<file path="config.mk">
export PLATFORM = sky130hd
export DESIGN_NAME = mem_cmd_sequencer_flat
export DESIGN_NICKNAME = d
export VERILOG_FILES = /design/src/rtl/mem_cmd_if.sv /design/src/rtl/mem_cmd_sequencer.sv /design/src/flat_wrapper.sv
export SDC_FILE = /design/constraint.sdc
export NUM_CORES = 1
export LEC_CHECK = 0
export ABC_AREA = 1
export ABC_CLOCK_PERIOD_IN_PS = 2100
export CAP_MARGIN = 20
export CORE_AREA = 8 8 117 92
export DETAILED_ROUTE_END_ITERATION = 6
export DIE_AREA = 0 0 125 100
export HOLD_SLACK_MARGIN = 0.08
export PLACE_DENSITY = 0.89
export SLEW_MARGIN = 25
export SYNTH_ARGS = -nofsm -noshare
export SYNTH_HDL_FRONTEND = slang
export SYNTH_SLANG_ARGS = --single-unit
</file>
<file path="constraint.sdc">
create_clock -name clk -period 2.1 [get_ports clk]
set_input_delay 0.315 -clock clk [delete_from_list [all_inputs] [get_ports clk]]
set_output_delay 0.315 -clock clk [all_outputs]
set_load 0.01 [all_outputs]
</file>
<file path="src/rtl/mem_cmd_if.sv">
// mem_cmd_if: request/acknowledge bus between the command sequencer and the
// memory device.
//   mem_req   : transaction request (sequencer -> memory)
//   mem_we    : 1 = write, 0 = read, valid while mem_req
//   mem_addr  : transaction address
//   mem_wdata : write data
//   mem_ack   : memory completes the transaction when mem_req && mem_ack
//   mem_rdata : read data, valid in the ack cycle of a read
// Modports: master = sequencer side, slave = memory side.
interface mem_cmd_if #(
  parameter int ADDR_W = 25,
  parameter int DATA_W = 16
) ();
  logic              mem_req;
  logic              mem_we;
  logic [ADDR_W-1:0] mem_addr;
  logic [DATA_W-1:0] mem_wdata;
  logic              mem_ack;
  logic [DATA_W-1:0] mem_rdata;

  modport master (
    output mem_req, mem_we, mem_addr, mem_wdata,
    input  mem_ack, mem_rdata
  );

  modport slave (
    input  mem_req, mem_we, mem_addr, mem_wdata,
    output mem_ack, mem_rdata
  );
endinterface

</file>
<file path="src/rtl/mem_cmd_sequencer.sv">
// mem_cmd_sequencer: runs single write/read transactions and whole-range
// clear commands for the front-panel I/O controller over a req/ack memory bus.
//   clk, rst_n        : clock, asynchronous active-low reset
//   io_done           : command strobe, a start is its rising edge
//   io_mode           : 00 clear, 01 read, 10 write, 11 none
//   io_addr, io_wdata : address / write data, sampled at start
//   ready             : idle and accepting a start
//   rd_data, rd_valid : last read result, one-cycle pulse when it updates
//   err               : sticky timeout flag, cleared by the next accepted start
//   clr_busy          : a clear command is in progress
//   mem               : memory bus (master side)
module mem_cmd_sequencer #(
  parameter int ADDR_W      = 25,
  parameter int DATA_W      = 16,
  parameter int CLEAR_LAST  = 2**25-1,
  parameter int TIMEOUT_CYC = 1023
) (
  input  logic              clk,
  input  logic              rst_n,
  input  logic              io_done,
  input  logic [1:0]        io_mode,
  input  logic [ADDR_W-1:0] io_addr,
  input  logic [DATA_W-1:0] io_wdata,
  output logic              ready,
  output logic [DATA_W-1:0] rd_data,
  output logic              rd_valid,
  output logic              err,
  output logic              clr_busy,
  mem_cmd_if.master         mem
);

  // Counter holds 0..TIMEOUT_CYC-1; +1 keeps it at least one bit wide.
  localparam int CNT_W = $clog2(TIMEOUT_CYC + 1);
  localparam logic [CNT_W-1:0]  CNT_LAST = CNT_W'(TIMEOUT_CYC - 1);
  localparam logic [ADDR_W-1:0] ADDR_LAST = ADDR_W'(CLEAR_LAST);

  typedef enum logic [1:0] {
    ST_IDLE  = 2'd0,
    ST_XFER  = 2'd1,
    ST_CLEAR = 2'd2
  } state_t;

  state_t            state_q, state_d;
  logic              io_done_q;
  logic              req_q, req_d;
  logic              we_q, we_d;
  logic [ADDR_W-1:0] addr_q, addr_d;
  logic [DATA_W-1:0] wdata_q, wdata_d;
  logic [DATA_W-1:0] rd_data_q, rd_data_d;
  logic              rd_valid_q, rd_valid_d;
  logic              err_q, err_d;
  logic [CNT_W-1:0]  cnt_q, cnt_d;
  logic              start;

  assign start = io_done & ~io_done_q;

  always_comb begin
    state_d    = state_q;
    req_d      = req_q;
    we_d       = we_q;
    addr_d     = addr_q;
    wdata_d    = wdata_q;
    rd_data_d  = rd_data_q;
    rd_valid_d = 1'b0;
    err_d      = err_q;
    cnt_d      = cnt_q;

    case (state_q)
      ST_IDLE: begin
        cnt_d = '0;
        // Mode 11 is not a command: nothing is launched and err is kept.
        if (start && io_mode != 2'b11) begin
          err_d = 1'b0;
          req_d = 1'b1;
          case (io_mode)
            2'b10: begin
              we_d    = 1'b1;
              addr_d  = io_addr;
              wdata_d = io_wdata;
              state_d = ST_XFER;
            end
            2'b01: begin
              we_d    = 1'b0;
              addr_d  = io_addr;
              wdata_d = io_wdata;
              state_d = ST_XFER;
            end
            default: begin
              we_d    = 1'b1;
              addr_d  = '0;
              wdata_d = '0;
              state_d = ST_CLEAR;
            end
          endcase
        end
      end

      ST_XFER, ST_CLEAR: begin
        // An ack is checked first so it wins over a simultaneous timeout.
        if (mem.mem_ack) begin
          cnt_d = '0;
          if (state_q == ST_XFER) begin
            req_d   = 1'b0;
            state_d = ST_IDLE;
            if (!we_q) begin
              rd_data_d  = mem.mem_rdata;
              rd_valid_d = 1'b1;
            end
          end else if (addr_q == ADDR_LAST) begin
            req_d   = 1'b0;
            state_d = ST_IDLE;
          end else begin
            addr_d = addr_q + 1'b1;
          end
        end else if (cnt_q == CNT_LAST) begin
          // This is the TIMEOUT_CYC-th request cycle without an ack.
          cnt_d   = '0;
          req_d   = 1'b0;
          err_d   = 1'b1;
          state_d = ST_IDLE;
        end else begin
          cnt_d = cnt_q + 1'b1;
        end
      end

      default: begin
        req_d   = 1'b0;
        cnt_d   = '0;
        state_d = ST_IDLE;
      end
    endcase
  end

  always_ff @(posedge clk or negedge rst_n) begin
    if (!rst_n) begin
      state_q    <= ST_IDLE;
      io_done_q  <= 1'b1;   // io_done held high through reset is not a start
      req_q      <= 1'b0;
      we_q       <= 1'b0;
      addr_q     <= '0;
      wdata_q    <= '0;
      rd_data_q  <= '0;
      rd_valid_q <= 1'b0;
      err_q      <= 1'b0;
      cnt_q      <= '0;
    end else begin
      state_q    <= state_d;
      io_done_q  <= io_done;
      req_q      <= req_d;
      we_q       <= we_d;
      addr_q     <= addr_d;
      wdata_q    <= wdata_d;
      rd_data_q  <= rd_data_d;
      rd_valid_q <= rd_valid_d;
      err_q      <= err_d;
      cnt_q      <= cnt_d;
    end
  end

  assign ready         = (state_q == ST_IDLE);
  assign clr_busy      = (state_q == ST_CLEAR);
  assign rd_data       = rd_data_q;
  assign rd_valid      = rd_valid_q;
  assign err           = err_q;
  assign mem.mem_req   = req_q;
  assign mem.mem_we    = we_q;
  assign mem.mem_addr  = addr_q;
  assign mem.mem_wdata = wdata_q;

endmodule

</file>
<file path="src/flat_wrapper.sv">
// flat-port wrapper written by rule: the top's interface ports become plain ports
module mem_cmd_sequencer_flat 
#(
  parameter int ADDR_W      = 25,
  parameter int DATA_W      = 16,
  parameter int CLEAR_LAST  = 2**25-1,
  parameter int TIMEOUT_CYC = 1023
)
  (clk, rst_n, io_done, io_mode, io_addr, io_wdata, ready, rd_data, rd_valid, err, clr_busy, mem_mem_req, mem_mem_we, mem_mem_addr, mem_mem_wdata, mem_mem_ack, mem_mem_rdata);
  mem_cmd_if #(.ADDR_W(ADDR_W), .DATA_W(DATA_W)) mem_i ();
  input  logic clk;
  input  logic rst_n;
  input  logic io_done;
  input  logic [1:0] io_mode;
  input  logic [ADDR_W-1:0] io_addr;
  input  logic [DATA_W-1:0] io_wdata;
  output logic ready;
  output logic [DATA_W-1:0] rd_data;
  output logic rd_valid;
  output logic err;
  output logic clr_busy;
  output wire logic [$bits(mem_i.mem_req)-1:0] mem_mem_req;
  output wire logic [$bits(mem_i.mem_we)-1:0] mem_mem_we;
  output wire logic [$bits(mem_i.mem_addr)-1:0] mem_mem_addr;
  output wire logic [$bits(mem_i.mem_wdata)-1:0] mem_mem_wdata;
  input wire logic [$bits(mem_i.mem_ack)-1:0] mem_mem_ack;
  input wire logic [$bits(mem_i.mem_rdata)-1:0] mem_mem_rdata;
  assign mem_mem_req = mem_i.mem_req;
  assign mem_mem_we = mem_i.mem_we;
  assign mem_mem_addr = mem_i.mem_addr;
  assign mem_mem_wdata = mem_i.mem_wdata;
  assign mem_i.mem_ack = mem_mem_ack;
  assign mem_i.mem_rdata = mem_mem_rdata;
  mem_cmd_sequencer #(.ADDR_W(ADDR_W), .DATA_W(DATA_W), .CLEAR_LAST(CLEAR_LAST), .TIMEOUT_CYC(TIMEOUT_CYC)) u_core (.clk(clk), .rst_n(rst_n), .io_done(io_done), .io_mode(io_mode), .io_addr(io_addr), .io_wdata(io_wdata), .ready(ready), .rd_data(rd_data), .rd_valid(rd_valid), .err(err), .clr_busy(clr_busy), .mem(mem_i));
endmodule
</file>
* Yosys cells after proc, flatten, opt, wreduce, memory -nomap -nowiden
Index checks and enable logic that the tools add are counted.
Storage, ports and cells: register bits 74, input bits 63, output and inout bits 63, logic and storage cells 72
Cells by class: add/sub/neg operators 2, equal/unequal tests 15, multiplexer cells 32, bitwise logic cells 3, reduce and logical (&&, ||, !) cells 10
Operators by type and width (number):
- 25-bit two-way mux | 5
- 25-bit case mux with 2 select lines | 1
- 10-bit two-way mux | 3
- 25-bit by 1-bit adder with 25-bit output (second input constant) | 1
- 25-bit == test (second input constant) | 1
- 16-bit two-way mux | 1
- 1-bit two-way mux | 13
- 2-bit two-way mux | 6
- 10-bit by 1-bit adder with 10-bit output (second input constant) | 1
- 10-bit == test (second input constant) | 1
- 2-bit inequality test (second input constant) | 5
- 4-bit AND reduction | 2
- 5-bit AND reduction | 1
- 2-bit by 1-bit == test with 1-bit output (second input constant) | 2
- 2-bit == test (second input constant) | 2
- 2-bit by 1-bit inequality test with 1-bit output (second input constant) | 2
- 4-bit by 2-bit inequality test with 1-bit output (second input constant) | 1
- 1-bit case mux with 2 select lines | 2
- 2-bit case mux with 2 select lines | 1
- 2-bit OR reduction | 2
- 3-bit by 2-bit inequality test with 1-bit output (second input constant) | 1
- 3-bit AND reduction | 1
- 2-bit zero test | 1
- 1-bit NOT | 2
- other kinds (4) | 4

* Longest topological paths before layout
Gate-level depths: netlist of the first run.
word-level depth 5, mapped depth 11, depth with buffers taken out 11

* Least setup slack after synthesis of the first run
OpenSTA, ideal clock, no wires.
path type reg2reg, start register u_core.state_q[0], end register u_core.addr_q[14], in the netlist u_core.mem.mem_addr[14], library setup time 65 ps, data arrival time 1648 ps, required time 2035 ps, path slack 387 ps, cell stages (with the launch flop) 11, buffers on the path 2, period minus slack after synthesis 1713 ps, cell sequence dfrtp_1 > inv_1 > ha_1 > buf_4 > inv_2 > o21ai_2 > nand3_2 > nor2_4 > buf_6 > nand2_2 > nand2_1
On the way: word-level cells in the longest chain between the ends 4, elaborated cells on any way between the ends 11, those cells by class 6 x eq/ne; 1 x mux; 4 x reduce/logical
Ends and longest elaborated chain:
- start: declaration | RTL line mem_cmd_sequencer.sv:43 | state_t state_q, state_d;
- start signal: assignment | RTL line mem_cmd_sequencer.sv:147 | state_q <= state_d;
- 2-bit == test / 2-bit by 1-bit == test with 1-bit output (equally long branches) | RTL line mem_cmd_sequencer.sv:68, mem_cmd_sequencer.sv:102
- 2-bit OR reduction | RTL line mem_cmd_sequencer.sv:68 | case (state_q)
- 2-bit inequality test (no source line) / 2-bit nonzero test (equally long branches)
- 5-bit AND reduction (no source line)
- end signal: assignment | RTL line mem_cmd_sequencer.sv:151 | addr_q <= addr_d;
- end: declaration | RTL line mem_cmd_sequencer.sv:47 | logic [ADDR_W-1:0] addr_q, addr_d;
Several ways; a longest one is shown, not always the timed one. A chain may end at the register's enable or synchronous reset.

* Worst setup path after layout of the first run
start register u_core.state_q[0], end output ready
On the way: word-level cells in the longest chain between the ends 1
Ends and longest elaborated chain:
- 2-bit zero test | RTL line mem_cmd_sequencer.sv:160 | assign ready = (state_q == ST_IDLE);
- end: declaration | RTL line flat_wrapper.sv:17 | output logic ready;
Every way passes these cells.

==> results of run 1 <==
[through the flow]
step | setup slack, ns | util [%] | instance area (um^2)
final | 0.1016 | 65.11 | 5768
after global routing | 0.05731 | 65.11 | 5768
after CTS | 0.01071 | 65.08 | 5766
after detailed placement | 0.08531 | 61.48 | 5446
after global placement | 0.1528 | 61.48 | 5446
after floorplan | 0.3870 | - | 4054
[worst max path at each step]
stage,depth (start not counted),end,startpoint,slack [ns]
after global routing,3,ready,u_core.state_q[0]$_DFFE_PN0P_,0.06
after global placement,8,u_core.mem.mem_addr[17]$_DFFE_PN0P_,io_mode[0],0.15
final,3,ready,u_core.state_q[0]$_DFFE_PN0P_,0.10
after floorplan,10,u_core.mem.mem_addr[14]$_DFFE_PN0P_,u_core.state_q[0]$_DFFE_PN0P_,0.39
after detailed placement,8,u_core.mem.mem_addr[23]$_DFFE_PN0P_,io_mode[0],0.09
after CTS,3,ready,u_core.state_q[0]$_DFFE_PN0P_,0.01
[registers in the layout, summed over array words and instances, names as in the netlist, 2 cells and up]
signal	flops
u_core.state_q	2
u_core.rd_data	16
u_core.mem.mem_wdata	16
u_core.mem.mem_addr	25
u_core.cnt_q	10
[kinds of logic (layout without fill, tap and decap cells)]
family / count (synthesis) / count (layout) / share of synthesized area [%]
and+or+nand+nor: 319 / 319 / 34.60
DFF: 74 / 74 / 45.71
muxes: 16 / 16 / 4.444
adders and majority gates: 8 / 8 / 2.469
buffers and inverters: 50 / 187 / 5.463
xor gates and xnor gates: 5 / 5 / 1.080
AOI/OAI and AO/OA: 46 / 46 / 6.235
[repair_timing]
action	CTS	global route
hold buffers	1	0
setup buffers	0	0
endpoints found under the setup margin	0	1
hold endpoints to repair	12	0
resized for setup	0	1
[metal layers]
metal  global-route usage, %  wire length [um]
met2                   33.36              5883
met1                   22.43              4938
met5                       0                 0
met4                   8.582               261
met3                   7.468              1080
[area by class of cell]
type                       instances  area [um^2]  area share [%]
clock buffer                       9        225.2           3.905
clock inverter                     7        83.83           1.453
inverter                          36        135.1           2.343
multi-input combinational        394         1982           34.36
sequential                        74         1853           32.13
tap                              112        140.1           2.429
timing repair buffer             135         1349           23.38
[power breakdown]
group	internal, uW	switching, uW	total [uW]
Clock	943	666	1610
Combinational	1840	1940	3780
Sequential	2020	592	2610
[synth_stat cells, drive strengths merged]
| master | count |
|---|---|
| inv | 35 |
| a211oi | 2 |
| a21boi | 1 |
| dfrtp | 73 |
| a31oi | 1 |
| xnor2 | 1 |
| nor3 | 2 |
| ha | 8 |
| clkbuf | 6 |
| a21o | 1 |
| nand3b | 2 |
| clkinv | 1 |
| nand2 | 228 |
| a21oi | 4 |
| o21ai | 36 |
| buf | 8 |
| dfstp | 1 |
| nand4 | 4 |
| a22o | 1 |
| mux2 | 16 |
| nor2 | 52 |
| xor2 | 4 |
| nand3 | 27 |
| and2 | 1 |
| nor3b | 3 |
[worst max-delay path, cell delays in order (launching register included)]
cell	delay (ns)
dfrtp_1	0.40
inv_1	0.09
ha_2	0.27
clkdlybuf4s50_1	0.58
==> summary.txt, run 1 <==
Clock network
  – Clk sink count: 74
  – CTS root buf: clkbuf_16
  – Clock slew at reported path FFs: approximately 0.060 ns
  – Worst skew pair latency: 0.34 ns
  – CTS tree: built
  – # H-tree levels: 3
  – Clock Tree Buf Depth: 2
  – CTS buffer count: 9

Drt
  – Via count: 3,974
  – Initial DRC count: 354
  – DRT Pass-1 Iters: 5
  – # DRC: 0
  – Routed wire length: 12,160 um
  – ANT nets after route: 0
  – DR WL/cell: 15.86 um
  – Vias/cell: a little over 5

Floorplan
  – Die W: 125 um
  – Rows: 30
  – Die Height: around 100 um
  – Initial Utilization: 45.76%
  – Die ar.: 0.01250 mm^2
  – Floorplan Core Area: a little under 0.009 mm^2
  – I/O pins: 126

Worst hold path
  – Hold_sp: io_done
  – Worst Hold Depth: 1
  – Hold Path End: u_core.io_done_q$_DFF_PN1_
  – HP Class: primary input to flip-flop

Yosys
  – Cell accounting for the most synthesized area: dfrtp_1
  – Syn Nets: 589
  – Syn_area_per_cell: between 7 and 8 um^2
  – Ys Warns: 0
  – #FFs+latches synth: 74
  – Leading post-synthesis cells by cell area: dfrtp_1, nand2_1, mux2_2
  – Post-Syn Area: 0.004054 mm^2
  – Synth top area share: 45.06%
  – Post-Syn Instances: approximately 520
  – Sequential fraction of the synthesis area: around 46%
  – Synth cell types: 37

GRT
  – Largest net degree at the start of global routing: 35
  – Global-route wire length before repair: 20,130 um
  – Initial antenna violation count: 0
  – All-Layer GR Usage: 19.88%
  – Global route overflow: 0
  – Vias in the first global route: ~4,200

Timing
  – Slew @ Worst Pin: between 0.4 and 0.5 ns
  – RSZ-0062 raised after global routing: false
  – Fmax achieved: 500.4 MHz
  – Hold_ws: 0.4024 ns
  – Period utilisation layout: 95.16%
  – Final min period: 1.998 ns
  – Final Hold Viols: 0
  – Final max-slew violation count: 0
  – Setup TNS Final: 0 ns
  – Clk_skew: around 0.0049 ns
  – Worst relative slew slack: slightly above 70%
  – Final Setup Violations: 0

Finish
  – N_diodes: 0
  – Layout Area Growth over Synthesis: 42.28%
  – Share of layout cells above drive strength 1: between 10% and 20%
  – Most common cell after layout, fill and taps aside: nand2_1
  – Fillers: approximately 700
  – Fin cells: 767
  – Nets: roughly 720
  – Commonest non-fill, non-tap cells in the layout: nand2_1, clkdlybuf4s50_1, dfrtp_1

Setup path
  – Path depth of the worst reg2reg path: 7
  – Worst R2R Setup Slack: 0.19 ns
  – Required time of the critical path: approximately 1.8 ns
  – Worst r2r src: u_core.state_q[0]$_DFFE_PN0P_
  – CP Capture Type: primary output
  – Crit Path Max Fanout: 7
  – Setup CP Type: flip-flop to primary output
  – Worst path arrival time: 1.68 ns
  – R2r endpoint: u_core.mem.mem_addr[23]$_DFFE_PN0P_
  – CP Launch Type: flip-flop

Power
  – VDD IR max: 838.8 uV
  – PD cells: around 1400 mW/mm^2
  – Pleak: ~0.0027 uW
  – Tot Pwr: between 7000 and 8000 uW

Placement
  – I/O Buffers: 125
  – Placed cell count: between 700 and 800
  – Detailed placer's ending HPWL: 8988 um
  – RePlAce Congestion: 0.8435

Flow run
  – Max-cap violations: 0

Run status
  – Outcome: complete, no violations
(Power assumes the default switching activity.)
==> run 2, diff against run 1 <==
--- a/config.mk
+++ b/config.mk
@@ -6,7 +6,7 @@
 export NUM_CORES = 1
 export LEC_CHECK = 0
 export ABC_AREA = 1
-export ABC_CLOCK_PERIOD_IN_PS = 2100
+export ABC_CLOCK_PERIOD_IN_PS = 1960
 export CAP_MARGIN = 20
 export CORE_AREA = 8 8 117 92
 export DETAILED_ROUTE_END_ITERATION = 6
==> constraint.sdc (replaced) <==
create_clock -name clk -period 1.96 [get_ports clk]
set_input_delay 0.294 -clock clk [delete_from_list [all_inputs] [get_ports clk]]
set_output_delay 0.294 -clock clk [all_outputs]
set_load 0.01 [all_outputs]
==> summary.txt, run 2 (synthesis results as in run 1) <==
Run status
  – Outcome: complete, no violations (unchanged)

Clock network
  – Clk sink count: 74 (unchanged)
  – Worst skew pair latency: 0.33 ns (was 0.34 ns)
  – Clock slew at reported path FFs: 0.06 ns (about the same)
  – # H-tree levels: 3 (unchanged)
  – CTS root buf: clkbuf_16 (unchanged)
  – CTS buffer count: 9 (unchanged)
  – Total setup buffers inserted after CTS: 0 (unchanged)
  – Clock Tree Buf Depth: 2 (unchanged)
  – CTS tree: built (unchanged)

Worst hold path
  – HP Class: primary input to asynchronous set/reset pin (was primary input to flip-flop)

Finish
  – Share of layout cells above drive strength 1: 11.59% (was 11.45%)
  – Design Area, Final: 0.005821 mm^2 (was 0.005768 mm^2)
  – Max reg flops: 25 (unchanged)
  – Commonest non-fill, non-tap cells in the layout: nand2_1, clkdlybuf4s50_1, dfrtp_1 (unchanged)
  – Layout Area Growth over Synthesis: 43.58% (was 42.28%)
  – Nets: 722 (was 721)
  – Most common cell after layout, fill and taps aside: nand2_1 (unchanged)
  – N_diodes: 0 (unchanged)

Placement
  – I/O Buffers: 125 (unchanged)
  – RePlAce Congestion: 0.8521 (was 0.8435)
  – Detailed placer's ending HPWL: 8848 um (was 8988 um)
  – Cell area after placement: 0.005492 mm^2 (was 0.005446 mm^2)

Power
  – PD cells: 1481 mW/mm^2 (was 1386 mW/mm^2)
  – Pleak: 0.002677 uW (was 0.002650 uW)
  – VDD IR max: 933.7 uV (was 838.8 uV)

Drt
  – DR WL/cell: 16.17 um (was 15.86 um)
  – Routed wire length: 12,420 um (was 12,160 um)
  – DRT Pass-1 Iters: 5 (unchanged)
  – # DRC: 0 (unchanged)
  – Initial DRC count: 367 (was 354)
  – ANT nets after route: 0 (unchanged)
  – Vias/cell: 5.202 (was 5.181)
  – Via count: 3,995 (was 3,974)

Setup path
  – Setup CP Type: flip-flop to primary output (unchanged)
  – Crit Path Max Fanout: 3 (was 7)
  – Path depth of the worst reg2reg path: 11 (was 7)
  – CP Launch Type: flip-flop (unchanged)
  – Worst path arrival time: 1.54 ns (was 1.68 ns)
  – Worst R2R Setup Slack: 0.13 ns (was 0.19 ns)
  – R2r endpoint: u_core.mem.mem_addr[22]$_DFFE_PN0P_ (was u_core.mem.mem_addr[23]$_DFFE_PN0P_)
  – CP Capture Type: primary output (unchanged)
  – Required time of the critical path: 1.67 ns (was 1.78 ns)
  – Worst r2r src: u_core.mem.mem_addr[0]$_DFFE_PN0P_ (was u_core.state_q[0]$_DFFE_PN0P_)

GRT
  – All-Layer GR Usage: 19.74% (was 19.88%)
  – Global-route wire length before repair: 20,260 um (was 20,130 um)
  – Global route overflow: 0 (unchanged)
  – Largest net degree at the start of global routing: 35 (unchanged)
  – Initial antenna violation count: 0 (unchanged)
  – Vias in the first global route: 4,223 (was 4,158)

Flow run
  – Max-cap violations: 0 (unchanged)

Timing
  – Setup TNS Final: 0 ns (unchanged)
  – Final min period: 1.833 ns
  – Slew @ Worst Pin: 0.3977 ns (was 0.4241 ns)
  – Final Setup Violations: 0 (unchanged)
  – Fmax achieved: 545.6 MHz
  – Worst relative slew slack: 73.39% (was 71.67%)
  – RSZ-0062 raised after global routing: false (unchanged)
  – Final Hold Viols: 0 (unchanged)
  – Period utilisation layout: between 90% and 100%
  – Clk_skew: 0.007492 ns (was 0.004863 ns)
  – Hold_ws: 0.4295 ns (was 0.4024 ns)
  – Final max-slew violation count: 0 (unchanged)

Floorplan
  – Die Height: 100 um (unchanged)
  – Floorplan Core Area: 0.008859 mm^2 (unchanged)
  – I/O pins: 126 (unchanged)
  – Initial Utilization: 45.76% (unchanged)
  – Die W: 125 um (unchanged)
  – Rows: 30 (unchanged)
  – Die ar.: 0.01250 mm^2 (unchanged)
-- run 2: repair_timing --
item	in CTS	in global routing
hold buffers	1	0
cloned	0	0
resized for setup	2	1
setup endpoints to repair	1	1
endpoints found under the hold margin	12	0
-- run 2: through the flow --
step	std cells	utilization (%)	power [uW]	worst slack, ns
after floorplan	518	-	4795	0.2470
after global placement	751	61.99	6704	0.1218
after detailed placement	751	61.99	6893	0.05145
after CTS	768	65.62	8646	0.1173
after global routing	768	65.71	9188	0.01818
final	768	65.71	8621	0.1271
-- run 2: final cells by class --
cell class                      instances  area (um^2)
Timing Repair Buffer                  136         1393
Fill cell                             676         3038
Inverter                               36        135.1
Clock buffer                            9        225.2
Tap cell                              112        140.1
Multi-Input combinational cell        394         1989
Clock inverter                          7        85.08
Sequential cell                        74         1853
-- run 2: power breakdown --
part / switching, uW / internal (uW) / leakage [uW] / total (uW)
clock network: 684 / 1010 / 0.000153 / 1690
logic: 2090 / 2020 / 0.00157 / 4120
registers: 649 / 2160 / 0.000958 / 2810
total: 3430 / 5200 / 0.00268 / 8620
-- run 2: critical path: stages, from the launching register on --
cell and delay, ns:
dfrtp_1 0.41, inv_1 0.11, ha_1 0.15, clkdlybuf4s50_1 0.54
-- run 2: metal layers --
layer | vias up | global-route usage (%) | wire [um]
met4 | 0 | 8.116 | 248
met2 | 169 | 34.44 | 6151
met1 | 1900 | 21.48 | 4894
met3 | 28 | 7.256 | 1125
li1 | 1898 | - | -
met5 | - | 0 | 0
-- run 2: how the worst max path moves through the flow --
| stage | start | end |
|---|---|---|
| 2_1_floorplan | u_core.state_q[0]$_DFFE_PN0P_ | u_core.mem.mem_addr[14]$_DFFE_PN0P_ |
| 4_1_cts | u_core.state_q[0]$_DFFE_PN0P_ | clr_busy |
| 3_3_place_gp | io_mode[1] | u_core.mem.mem_addr[15]$_DFFE_PN0P_ |
| 3_5_place_dp | io_mode[1] | u_core.mem.mem_addr[15]$_DFFE_PN0P_ |
| 6_report | u_core.state_q[0]$_DFFE_PN0P_ | clr_busy |
| 5_1_grt | u_core.mem.mem_addr[1]$_DFFE_PN0P_ | u_core.mem.mem_addr[13]$_DFFE_PN0P_ |
